<file path="src/rtl/host_switch_ctrl.sv">
// host_switch_ctrl: owns the CPU A/B host select for the dual-CPU switch board.
// Manual requests via force_swi/cmd_swi; heartbeat-driven failover when the
// SWITCH_AUTO_FAILOVER_EN macro is defined (default build: manual only).
//
// Ports:
//   clk, rst_n          clock, async active-low reset
//   hb_a, hb_b          async heartbeats, any edge = alive
//   force_swi, cmd_swi  one-cycle manual request and its target (0=A, 1=B)
//   switch              current host (0=A, 1=B)
//   switch_pulse        one-cycle pulse when switch changes
//   alive_a, alive_b    heartbeat status
//   fault               registered, both CPUs dead
//   state               00 HOST_A, 01 HOST_B, 10 HOLD, 11 FAULT
module host_switch_ctrl #(
   parameter int HB_TIMEOUT = 50_000_000,
   parameter int HOLDOFF    = 10_000_000,
   parameter int CNT_W      = 32
) (
   input  logic       clk,
   input  logic       rst_n,
   input  logic       hb_a,
   input  logic       hb_b,
   input  logic       force_swi,
   input  logic       cmd_swi,
   output logic       switch,
   output logic       switch_pulse,
   output logic       alive_a,
   output logic       alive_b,
   output logic       fault,
   output logic [1:0] state
);

   typedef enum logic [1:0] {
      ST_HOST_A = 2'b00,
      ST_HOST_B = 2'b01,
      ST_HOLD   = 2'b10,
      ST_FAULT  = 2'b11
   } state_e;

   localparam logic [CNT_W-1:0] TO_C   = CNT_W'(HB_TIMEOUT);
   localparam logic [CNT_W-1:0] HOLD_C = CNT_W'(HOLDOFF);
   localparam logic [CNT_W-1:0] ONE_C  = CNT_W'(1);

   // [0],[1] synchroniser, [2] previous value for edge detect
   logic [2:0]       sync_a_q;
   logic [2:0]       sync_b_q;
   logic             edge_a;
   logic             edge_b;
   logic [CNT_W-1:0] cnt_a_q;
   logic [CNT_W-1:0] cnt_a_d;
   logic [CNT_W-1:0] cnt_b_q;
   logic [CNT_W-1:0] cnt_b_d;
   logic             alive_a_w;
   logic             alive_b_w;

   state_e           state_q;
   logic [CNT_W-1:0] hold_q;
   logic             switch_q;
   logic             pulse_q;
   logic             fault_q;

   // ---------------- heartbeat path ----------------
   assign edge_a = sync_a_q[1] ^ sync_a_q[2];
   assign edge_b = sync_b_q[1] ^ sync_b_q[2];

   // An edge wins over saturation: the CPU is kept alive.
   always_comb begin
      cnt_a_d = cnt_a_q;
      if (edge_a) begin
         cnt_a_d = '0;
      end else if (cnt_a_q != TO_C) begin
         cnt_a_d = cnt_a_q + ONE_C;
      end
   end

   always_comb begin
      cnt_b_d = cnt_b_q;
      if (edge_b) begin
         cnt_b_d = '0;
      end else if (cnt_b_q != TO_C) begin
         cnt_b_d = cnt_b_q + ONE_C;
      end
   end

   always_ff @(posedge clk or negedge rst_n) begin
      if (!rst_n) begin
         sync_a_q <= '0;
         sync_b_q <= '0;
         cnt_a_q  <= '0;
         cnt_b_q  <= '0;
      end else begin
         sync_a_q <= {sync_a_q[1:0], hb_a};
         sync_b_q <= {sync_b_q[1:0], hb_b};
         cnt_a_q  <= cnt_a_d;
         cnt_b_q  <= cnt_b_d;
      end
   end

   assign alive_a_w = (cnt_a_q != TO_C);
   assign alive_b_w = (cnt_b_q != TO_C);

   // ---------------- host FSM ----------------
   always_ff @(posedge clk or negedge rst_n) begin
      if (!rst_n) begin
         state_q  <= ST_HOLD;
         hold_q   <= HOLD_C;
         switch_q <= 1'b0;
         pulse_q  <= 1'b0;
         fault_q  <= 1'b0;
      end else begin
         pulse_q <= 1'b0;
         fault_q <= !alive_a_w && !alive_b_w;
         if (force_swi) begin
            // Manual request: always reloads hold-off, even to same host
            switch_q <= cmd_swi;
            pulse_q  <= (cmd_swi != switch_q);
            hold_q   <= HOLD_C;
            state_q  <= ST_HOLD;
         end else begin
            case (state_q)
               ST_HOLD: begin
                  if (hold_q == '0) begin
                     state_q <= switch_q ? ST_HOST_B : ST_HOST_A;
                  end else begin
                     hold_q <= hold_q - ONE_C;
                  end
               end
`ifdef SWITCH_AUTO_FAILOVER_EN
               ST_HOST_A: begin
                  if (!alive_a_w && alive_b_w) begin
                     switch_q <= 1'b1;
                     pulse_q  <= !switch_q;
                     hold_q   <= HOLD_C;
                     state_q  <= ST_HOLD;
                  end else if (!alive_a_w) begin
                     state_q <= ST_FAULT;
                  end
               end
               ST_HOST_B: begin
                  if (!alive_b_w && alive_a_w) begin
                     switch_q <= 1'b0;
                     pulse_q  <= switch_q;
                     hold_q   <= HOLD_C;
                     state_q  <= ST_HOLD;
                  end else if (!alive_b_w) begin
                     state_q <= ST_FAULT;
                  end
               end
               ST_FAULT: begin
                  // A has priority when both recover together
                  if (alive_a_w) begin
                     switch_q <= 1'b0;
                     pulse_q  <= switch_q;
                     hold_q   <= HOLD_C;
                     state_q  <= ST_HOLD;
                  end else if (alive_b_w) begin
                     switch_q <= 1'b1;
                     pulse_q  <= !switch_q;
                     hold_q   <= HOLD_C;
                     state_q  <= ST_HOLD;
                  end
               end
`else
               ST_HOST_A, ST_HOST_B: begin
                  state_q <= state_q;
               end
`endif
               default: begin
                  state_q <= ST_HOLD;
                  hold_q  <= HOLD_C;
               end
            endcase
         end
      end
   end

   assign switch       = switch_q;
   assign switch_pulse = pulse_q;
   assign alive_a      = alive_a_w;
   assign alive_b      = alive_b_w;
   assign fault        = fault_q;
   assign state        = state_q;

endmodule

</file>
<file path="config.mk">
export PLATFORM = sky130hd
export DESIGN_NAME = host_switch_ctrl
export DESIGN_NICKNAME = d
export VERILOG_FILES = /design/src/rtl/host_switch_ctrl.sv
export SDC_FILE = /design/constraint.sdc
export NUM_CORES = 1
export LEC_CHECK = 0
export CAP_MARGIN = 20
export CORE_MARGIN = 3
export CORE_UTILIZATION = 35
export CTS_CLUSTER_SIZE = 14
export DETAILED_ROUTE_END_ITERATION = 6
export PLACE_DENSITY = 0.53
export REMOVE_ABC_BUFFERS = 1
export SLEW_MARGIN = 10
export SYNTH_ARGS = -nofsm -noshare
export SYNTH_HDL_FRONTEND = slang
export SYNTH_SLANG_ARGS = --single-unit
</file>
<file path="constraint.sdc">
create_clock -name clk -period 3.7 [get_ports clk]
set_input_delay 0.74 -clock clk [delete_from_list [all_inputs] [get_ports clk]]
set_output_delay 0.74 -clock clk [all_outputs]
set_load 0.05 [all_outputs]
</file>
-- After elaboration in Yosys (flattened, before gate mapping)
Index checks and enable logic that the tools add are counted.
- input port bits: 6
- bits in registers: 107
- logic and storage cells: 44
- output and inout bits: 7
- multiplexer cells: 12
- bitwise gates (word level): 2
- reductions and logical operators: 10
- eq/ne operators: 8
- add/subtract/negate cells: 3
- operator list (operator ; number):
    2-to-1 mux 32 bit ; 6
    adder 32 x 1 -> 32 bit, second input constant ; 2
    != test 32 x 26 -> 1 bit, second input constant ; 2
    case mux 32 bit (2 select lines) ; 1
    zero test 32 bit ; 1
    subtractor 32 x 1 -> 32 bit, second input constant ; 1
    != test 3 bit, second input constant ; 2
    2-to-1 mux 2 bit ; 2
    case mux 2 bit (2 select lines) ; 1
    AND reduction 2 bit ; 2
    nonzero test 2 bit ; 2
    == test 2 x 1 -> 1 bit, second input constant ; 1
    == test 2 bit, second input constant ; 1
    zero test 1 bit ; 2
    zero test 2 bit ; 1
    2-to-1 mux 1 bit ; 2
    != test 2 bit, second input constant ; 1
    OR reduction 2 bit ; 1
    bitwise XOR 1 bit ; 2
    logical AND 1 bit ; 1
    != test 1 bit ; 1

-- Logic depth before layout (Yosys ltp)
Gate-level depths: netlist of the first run.
- depth after elaboration: 4
- gate-level depth with buffers: 9
- gate-level depth less buffers: 8

-- Worst setup path after synthesis of the first run
Ideal clock, no wire load.
- kind: reg2out
- from: register cnt_b_q[0]
- to: output port alive_b
- path buffers: 0
- stages on the path, launching flop included: 7
- arrival: 1.811 ns
- path slack: 1.149 ns
- data required time: 2.960 ns
- cell sequence: dfrtp_1 -> inv_1 -> ha_1 -> nor4b_1 -> nand4_1 -> nor3_1 -> inv_1
- cells in the longest elaborated chain, start to end: 1
- RTL lines (element ; RTL line ; RTL):
    start: declaration ; 51 ; logic [CNT_W-1:0] cnt_b_q;
    start signal: assignment ; 95 ; cnt_b_q <= cnt_b_d;
    != test 32 x 26 -> 1 bit ; 100 ; assign alive_b_w = (cnt_b_q != TO_C);
    end: declaration ; 28 ; output logic alive_b,
No other way between the ends.

-- Worst setup path after layout of the first run
- from: register cnt_a_q[2]
- to: output port alive_a
- cells in the longest elaborated chain, start to end: 1
- RTL lines (element ; RTL line ; RTL):
    start: declaration ; 49 ; logic [CNT_W-1:0] cnt_a_q;
    start signal: assignment ; 94 ; cnt_a_q <= cnt_a_d;
    != test 32 x 26 -> 1 bit ; 99 ; assign alive_a_w = (cnt_a_q != TO_C);
    end: declaration ; 27 ; output logic alive_a,
No other way between the ends.

==> results of run 1 <==
[layout by cell type (no fill, tap or decap), types with 3 or more instances in the layout]
cell type and n:
sky130_fd_sc_hd__a21oi_1 32, sky130_fd_sc_hd__and2_1 7, sky130_fd_sc_hd__and3_1 11, sky130_fd_sc_hd__and4_1 5, sky130_fd_sc_hd__buf_4 10, sky130_fd_sc_hd__clkbuf_16 9, sky130_fd_sc_hd__clkdlybuf4s50_1 11, sky130_fd_sc_hd__clkinv_2 3
sky130_fd_sc_hd__dfrtp_1 98, sky130_fd_sc_hd__dfstp_2 9, sky130_fd_sc_hd__ha_1 5, sky130_fd_sc_hd__inv_1 16, sky130_fd_sc_hd__mux2i_1 4, sky130_fd_sc_hd__nand2_1 40, sky130_fd_sc_hd__nand2b_1 7, sky130_fd_sc_hd__nand3_1 34
sky130_fd_sc_hd__nand3b_1 3, sky130_fd_sc_hd__nand4_1 18, sky130_fd_sc_hd__nor2_1 61, sky130_fd_sc_hd__nor3_1 10, sky130_fd_sc_hd__nor4_1 18, sky130_fd_sc_hd__nor4_2 3, sky130_fd_sc_hd__nor4b_1 4, sky130_fd_sc_hd__o211ai_1 4
sky130_fd_sc_hd__o21ai_0 16, sky130_fd_sc_hd__o21ai_1 5, sky130_fd_sc_hd__o31ai_1 10, sky130_fd_sc_hd__or2_2 4, sky130_fd_sc_hd__or3_1 26, sky130_fd_sc_hd__or4_1 18, sky130_fd_sc_hd__xnor2_1 23, sky130_fd_sc_hd__xor2_1 26
[layout make-up]
cell class	instances	area, sq um
fill	1535	9120
clock inverter	5	52.6
timing repair buffer	21	185
multi-input combinational	427	2700
sequential	107	2690
clock buffer	11	243
inverter	16	60.1
tap	211	264
[critical path: stages (launching register included)]
cell and delay [ps]:
sky130_fd_sc_hd__dfrtp_1 430, sky130_fd_sc_hd__nor4b_1 390, sky130_fd_sc_hd__nand2_1 80, sky130_fd_sc_hd__or4_1 670, sky130_fd_sc_hd__clkdlybuf4s50_1 760
[worst max-delay path by stage]
stage	endpoint	slack, ps	from
2_1_floorplan	alive_b	1150	cnt_b_q[0]
3_3_place_gp	alive_a	700	cnt_a_q[2]
3_5_place_dp	alive_a	650	cnt_a_q[2]
4_1_cts	alive_a	230	cnt_a_q[2]
5_1_grt	alive_a	120	cnt_a_q[2]
6_report	alive_a	270	cnt_a_q[2]
[power breakdown]
part	internal (mW)	leakage (nW)	total (mW)	switching, mW
Clock	0.540	0.145	0.967	0.427
Combinational	0.0687	0.842	0.198	0.129
Sequential	1.20	1.44	1.24	0.0316
[metrics by stage]
stage,utilization,power (mW),worst slack [ps],instances
floorplan,-,1.37,1150,550
global route,0.404,2.51,123,798
CTS,0.404,2.45,234,797
detailed placement,0.385,1.46,651,781
finish,0.404,2.40,269,798
global placement,0.385,1.45,699,781
[cells by family (layout without fill, tap and decap cells)]
kind of cell | count (synthesis) | in the layout | share of synthesized area
simple gates | 281 | 281 | 0.284
flops | 107 | 107 | 0.486
fa+ha+maj | 5 | 5 | 0.0113
compound gates | 85 | 85 | 0.0998
buf+inv | 37 | 53 | 0.0283
mux | 5 | 5 | 0.00928
xor+xnor | 51 | 51 | 0.0808
[metal layers]
layer | up-vias | track usage
li1 | 2091 | -
met1 | 2097 | 0.196
met2 | 51 | 0.222
met3 | 11 | 0.0410
met4 | 0 | 0.0368
met5 | - | 0
[flip-flops by register name (all words and copies together), names as in the netlist]
| signal | flops |
|---|---|
| switch | 1 |
| hold_q | 32 |
| sync_b_q | 3 |
| state | 2 |
| sync_a_q | 3 |
| cnt_a_q | 32 |
| cnt_b_q | 32 |
| switch_pulse | 1 |
| fault | 1 |
==> summary.txt, run 1 <==
Route
  • Total wirelength of the detailed-routed design: 11700 microns
  • Routed wire length on met3: 438 microns
  • Uppermost routed layer: met4
  • Number of nets with antenna violations after detailed routing: 0
  • Wirelength per Cell: between 10 and 15 microns
  • Initial detailed-routing violation count: 212
  • Overall via count from detail_route: 4250
  • Iteration count of the initial detailed-routing pass: 6
  • Detail-routed via count per cell: between 5 and 6
  • Post-route DRC: 0
  • Met2 routed wirelength: 5360 microns
  • M1 wire length: approximately 5700 microns

Timing
  • Fraction of the cycle the final worst path needs: 0.927
  • Fmax: 291 MHz
  • Setup repair after global routing missed its margin: false
  • Remaining max-slew budget at the tightest pin: 0.379
  • Shortest period the worst path allows: 3430 ps
  • Final count of hold timing violations: 0
  • Final Hold Slack: 351 ps
  • Final setup skew: ~7.6 ps
  • Total Neg Setup Slack: 0 ps
  • Number of endpoints failing setup at the final stage: 0
  • Transition time of the tightest slew-check pin: ~930 ps
  • Final Max Slew Viols: 0

Power and ir drop
  • Power density over the cells: 388 nW/um^2
  • Static Leak: between 2 and 2.5 nW
  • Max rail drop VDD: 0.000227 V

Hold path
  • Startpoint of the most critical hold path: sync_a_q[0]
  • Capture endpoint of the worst hold path: sync_a_q[1]
  • Worst hold path cell count: 0
  • HP Class: flip-flop to flip-flop

GRT
  • Vias in the first global route: 4214
  • GRT Total Usage: 0.143
  • Pin count of the biggest net entering global routing: 64
  • First-pass GRT wire length: 20600 microns
  • Number of antenna violations at the first check in global routing: 0
  • Residual overflow from global routing: 0

Clock tree
  • Hold-fix buffers at CTS: 0
  • TritonCTS clock tree: yes
  • Setup repair bufs after CTS: 0
  • Cells resized by post-CTS repair: 0
  • Number of clock sinks seen by CTS: roughly 110
  • Insertion delay to the later sink of the worst-skew pair: 350 ps
  • H-tree depth: 3
  • Num CTS Buffers: 9
  • CTS root buf: sky130_fd_sc_hd__clkbuf_16
  • Buffers from clock root to sink, at most: 2
  • Clock-pin slew of the registers on the worst-case setup and hold paths: ~70 ps

Floorplanning
  • Die area: 17300 sq um
  • Chip Height: approximately 130 microns
  • I/O pin cnt: 13
  • Horiz. Die Dim: 132 microns
  • Total core area: 15300 sq um
  • Std cell rows: 45
  • Initial core utilization: 0.361

Setup path
  • Launch point of the worst reg-to-reg path: hold_q[4]
  • Critical path type: flip-flop to output pin
  • Length in cells of the worst reg-to-reg path: 5
  • Slack of the worst reg-to-reg path: between 1000 and 1500 ps
  • Reg-to-Reg End: hold_q[6]
  • Crit path max fanout: 6
  • Worst setup EP type: output pin
  • Worst Path Arrival: 2690 ps
  • Required arrival time at the worst endpoint: just under 3000 ps
  • Launching element type of the critical path: flip-flop

Placed design
  • Cell area after placement: 5890 sq um
  • Port buffer count: 12
  • DP HPWL: 7980 microns
  • Final weighted congestion in routability-driven placement: 0.802

Synth
  • Unique cell type count in the Yosys netlist: 58
  • Average cell area after synthesis: 9.68 sq um
  • Proportion of synthesized flip-flops having asynchronous set or reset: 1.00
  • Sequential-to-total area share from yosys stat: 0.486
  • Mapped cell area: roughly 5500 sq um
  • Library cell with the highest instance count after synthesis: sky130_fd_sc_hd__dfrtp_1
  • Area share of the largest cell type after synthesis: 0.444
  • Largest area contributor in the netlist: sky130_fd_sc_hd__dfrtp_1
  • Number of cells produced by synthesis: 571
  • Top post-synthesis cells by count: 98 x sky130_fd_sc_hd__dfrtp_1, 61 x sky130_fd_sc_hd__nor2_1, 40 x sky130_fd_sc_hd__nand2_1
  • Warnings, synthesis: 0
  • Number of flops mapped to enable cells by yosys: 0
  • Top area cells in the synthesized netlist: sky130_fd_sc_hd__dfrtp_1 44%, sky130_fd_sc_hd__xor2_1 4.4%, sky130_fd_sc_hd__dfstp_2 4.3%
  • Flops & latches, synth: 107
  • Commonest register cell after synthesis: sky130_fd_sc_hd__dfrtp_1

Final layout
  • Number of antenna repair diodes: 0
  • Synth-to-layout area growth: 12.0%
  • Cell area after layout: just over 6000 sq um
  • Share of post-route cells with drive strength above 1: 0.0937
  • Count of nets after finishing: ~590

Outcome
  • Status: complete, no violations

Flow run
  • # Max-Cap Violations: 0
No activity file was read; power rests on OpenSTA's default activity.
==> run 2, diff against run 1 <==
--- a/config.mk
+++ b/config.mk
@@ -16,3 +16,4 @@
 export SYNTH_ARGS = -nofsm -noshare
 export SYNTH_HDL_FRONTEND = slang
 export SYNTH_SLANG_ARGS = --single-unit
+export TNS_END_PERCENT = 1
==> results of run 2 <==
Same layout as run 1: the final DEF is identical, and so are final timing and power.
==> run 3, diff against run 2 <==
--- a/config.mk
+++ b/config.mk
@@ -10,6 +10,7 @@
 export CORE_UTILIZATION = 35
 export CTS_CLUSTER_SIZE = 14
 export DETAILED_ROUTE_END_ITERATION = 6
+export MAX_ROUTING_LAYER = met4
 export PLACE_DENSITY = 0.53
 export REMOVE_ABC_BUFFERS = 1
 export SLEW_MARGIN = 10
==> summary.txt, run 3 (synthesized netlist as in run 1, its figures left out) <==
Placed design
  • Placed Cells: 781 (unchanged)
  • DP HPWL: 7980 microns (unchanged)
  • Final weighted congestion in routability-driven placement: 0.814 (+1.4%)
  • Port buffer count: 12 (unchanged)

Final layout
  • Most common library cell in the layout ignoring fill and taps: sky130_fd_sc_hd__dfrtp_1
  • Share of post-route cells with drive strength above 1: 0.0937 (unchanged)
  • Number of antenna repair diodes: 0 (unchanged)
  • Multi-input logic area: 2700 sq um (unchanged)
  • Finished Layout Cells: 798 (unchanged)
  • Synth-to-layout area growth: 12.0% (unchanged)
  • Top library cells by usage in the layout, fill and taps aside: 98 x sky130_fd_sc_hd__dfrtp_1, 61 x sky130_fd_sc_hd__nor2_1, 40 x sky130_fd_sc_hd__nand2_1, 34 x sky130_fd_sc_hd__nand3_1, 32 x sky130_fd_sc_hd__a21oi_1
  • Seq. cell area: 2690 sq um (unchanged)
  • Registers with the most flip-flops: cnt_a_q (32), cnt_b_q (32), hold_q (32)
  • Total of fill cells in the finished design: 1535 (unchanged)
  • Count of nets after finishing: 593 (unchanged)

Floorplanning
  • Initial core utilization: 0.361 (unchanged)
  • Horiz. Die Dim: 132 microns (unchanged)
  • Std cell rows: 45 (unchanged)
  • Chip Height: 132 microns (unchanged)
  • Total core area: 15300 sq um (unchanged)
  • Die area: 17300 sq um (unchanged)
  • I/O pin cnt: 13 (unchanged)

GRT
  • Vias in the first global route: 4216 (+0.047%)
  • First-pass GRT wire length: 20600 microns (-0.10%)
  • Residual overflow from global routing: 0 (unchanged)
  • GRT Total Usage: 0.147 (+0.00409)
  • Number of antenna violations at the first check in global routing: 0 (unchanged)
  • Pin count of the biggest net entering global routing: 64 (unchanged)

Timing
  • Fmax: 292 MHz (about the same)
  • Final Max Slew Viols: 0 (unchanged)
  • Number of endpoints failing setup at the final stage: 0 (unchanged)
  • Fraction of the cycle the final worst path needs: 0.927 (about the same)
  • Remaining max-slew budget at the tightest pin: 0.378 (-0.000881)
  • Final count of hold timing violations: 0 (unchanged)
  • Transition time of the tightest slew-check pin: 932 ps (+1.32 ps)
  • Setup repair after global routing missed its margin: false
  • Total Neg Setup Slack: 0 ps (unchanged)
  • Final setup skew: 6.43 ps (-1.19 ps)
  • Shortest period the worst path allows: 3430 ps (-2.27 ps)

Outcome
  • Status: complete, no violations

Clock tree
  • Num CTS Buffers: 9 (unchanged)
  • Buffers from clock root to sink, at most: 2 (unchanged)
  • Cells resized by post-CTS repair: 0 (unchanged)
  • Insertion delay to the later sink of the worst-skew pair: 350 ps (about the same)
  • H-tree depth: 3 (unchanged)
  • Number of clock sinks seen by CTS: 107 (unchanged)
  • TritonCTS clock tree: yes
  • Hold-fix buffers at CTS: 0 (unchanged)
  • CTS root buf: sky130_fd_sc_hd__clkbuf_16
  • Clock-pin slew of the registers on the worst-case setup and hold paths: 70 ps (about the same)
  • Setup repair bufs after CTS: 0 (unchanged)

Hold path
  • HP Class: flip-flop to flip-flop
  • Startpoint of the most critical hold path: sync_a_q[0]
  • Worst hold path cell count: 0 (unchanged)
  • Capture endpoint of the worst hold path: sync_a_q[1]

Setup path
  • Launch point of the worst reg-to-reg path: hold_q[4]
  • Crit path max fanout: 6 (unchanged)
  • Worst setup EP type: output pin
  • Buffers and inverters on the worst path: 1 (unchanged)
  • Launching element type of the critical path: flip-flop
  • Critical path type: flip-flop to output pin
  • Length in cells of the worst reg-to-reg path: 5 (unchanged)
  • Worst Path Arrival: 2690 ps (about the same)
  • Reg-to-Reg End: hold_q[6]
  • Ordered cell list for the critical path: nor4b_1 > nand2_1 > or4_1 > clkdlybuf4s50_1
  • Cell family contributing the most delay on the critical path: simple AND/OR/NAND/NOR gates
  • Largest stage delay on the critical path: 760 ps (about the same)
  • Required arrival time at the worst endpoint: 2960 ps (about the same)
  • Slack of the worst reg-to-reg path: 1020 ps (about the same)
  • Slowest cell on the critical path: sky130_fd_sc_hd__clkdlybuf4s50_1

Route
  • Total wirelength of the detailed-routed design: 11600 microns (-0.36%)
  • Initial detailed-routing violation count: 217 (+2.4%)
  • Overall via count from detail_route: 4231 (-0.45%)
  • Wirelength per Cell: 14.6 microns (-0.36%)
  • M1 wire length: 5750 microns (+0.23%)
  • Iteration count of the initial detailed-routing pass: 4 (-2)
  • Routed wire length on met3: 361 microns (-18%)
  • Uppermost routed layer: met4
  • Number of nets with antenna violations after detailed routing: 0 (unchanged)
  • Detail-routed via count per cell: 5.30 (-0.45%)
  • Met2 routed wirelength: 5380 microns (+0.41%)
  • Post-route DRC: 0 (unchanged)

Power and ir drop
  • Static Leak: 2.42 nW (unchanged)
  • Max rail drop VDD: 0.000226 V (-0.16%)
  • Power density over the cells: 387 nW/um^2 (about the same)
  • Total power draw: 2.40 mW (about the same)

Flow run
  • # Max-Cap Violations: 0 (unchanged)
## run 3: worst register-to-register path: cells and delay by family (launching register included)
| family | cells | cell delay [ps] |
|---|---|---|
| AO/OA/AOI/OAI | 2 | 730 |
| flip-flops | 1 | 420 |
| AND/OR/NAND/NOR | 3 | 1440 |
## run 3: report_power, final
group / internal (mW) / switching, mW / total, mW / leakage, nW
Combinational: 0.0687 / 0.129 / 0.197 / 0.842
Sequential: 1.20 / 0.0316 / 1.24 / 1.44
Clock: 0.540 / 0.426 / 0.966 / 0.145
Total: 1.81 / 0.586 / 2.40 / 2.42
## run 3: final cells by class
| class | instances | share of cell area |
|---|---|---|
| clock buffer | 11 | 0.0392 |
| tap | 211 | 0.0426 |
| multi-input combinational | 427 | 0.436 |
| inverter | 16 | 0.00970 |
| sequential | 107 | 0.434 |
| clock inverter | 5 | 0.00849 |
| timing repair buffer | 21 | 0.0299 |
## run 3: how the worst max path moves through the flow
| stage | startpoint | endpoint | slack (ps) | cells after the start |
|---|---|---|---|---|
| after detailed placement | cnt_a_q[2] | alive_a | 650 | 4 |
| after global routing | cnt_a_q[2] | alive_a | 120 | 4 |
| final | cnt_a_q[2] | alive_a | 270 | 4 |
| after CTS | cnt_a_q[2] | alive_a | 230 | 4 |
| after floorplan | cnt_b_q[0] | alive_b | 1150 | 6 |
| after global placement | cnt_a_q[2] | alive_a | 700 | 4 |
## run 3: metrics by stage
step / cell area (sq um) / worst slack, ps / utilization / hold slack (ps)
finish: 6190 / 271 / 0.404 / 351
global route: 6190 / 123 / 0.404 / 357
global placement: 5890 / 699 / 0.385 / 337
floorplan: 5430 / 1150 / - / 331
CTS: 6180 / 234 / 0.404 / 355
detailed placement: 5890 / 651 / 0.385 / 340
## run 3: metal layers
metal / vias up / track usage
met5: - / -
met3: 11 / 0.0394
met2: 38 / 0.222
li1: 2090 / -
met4: 0 / 0.0368
met1: 2092 / 0.197
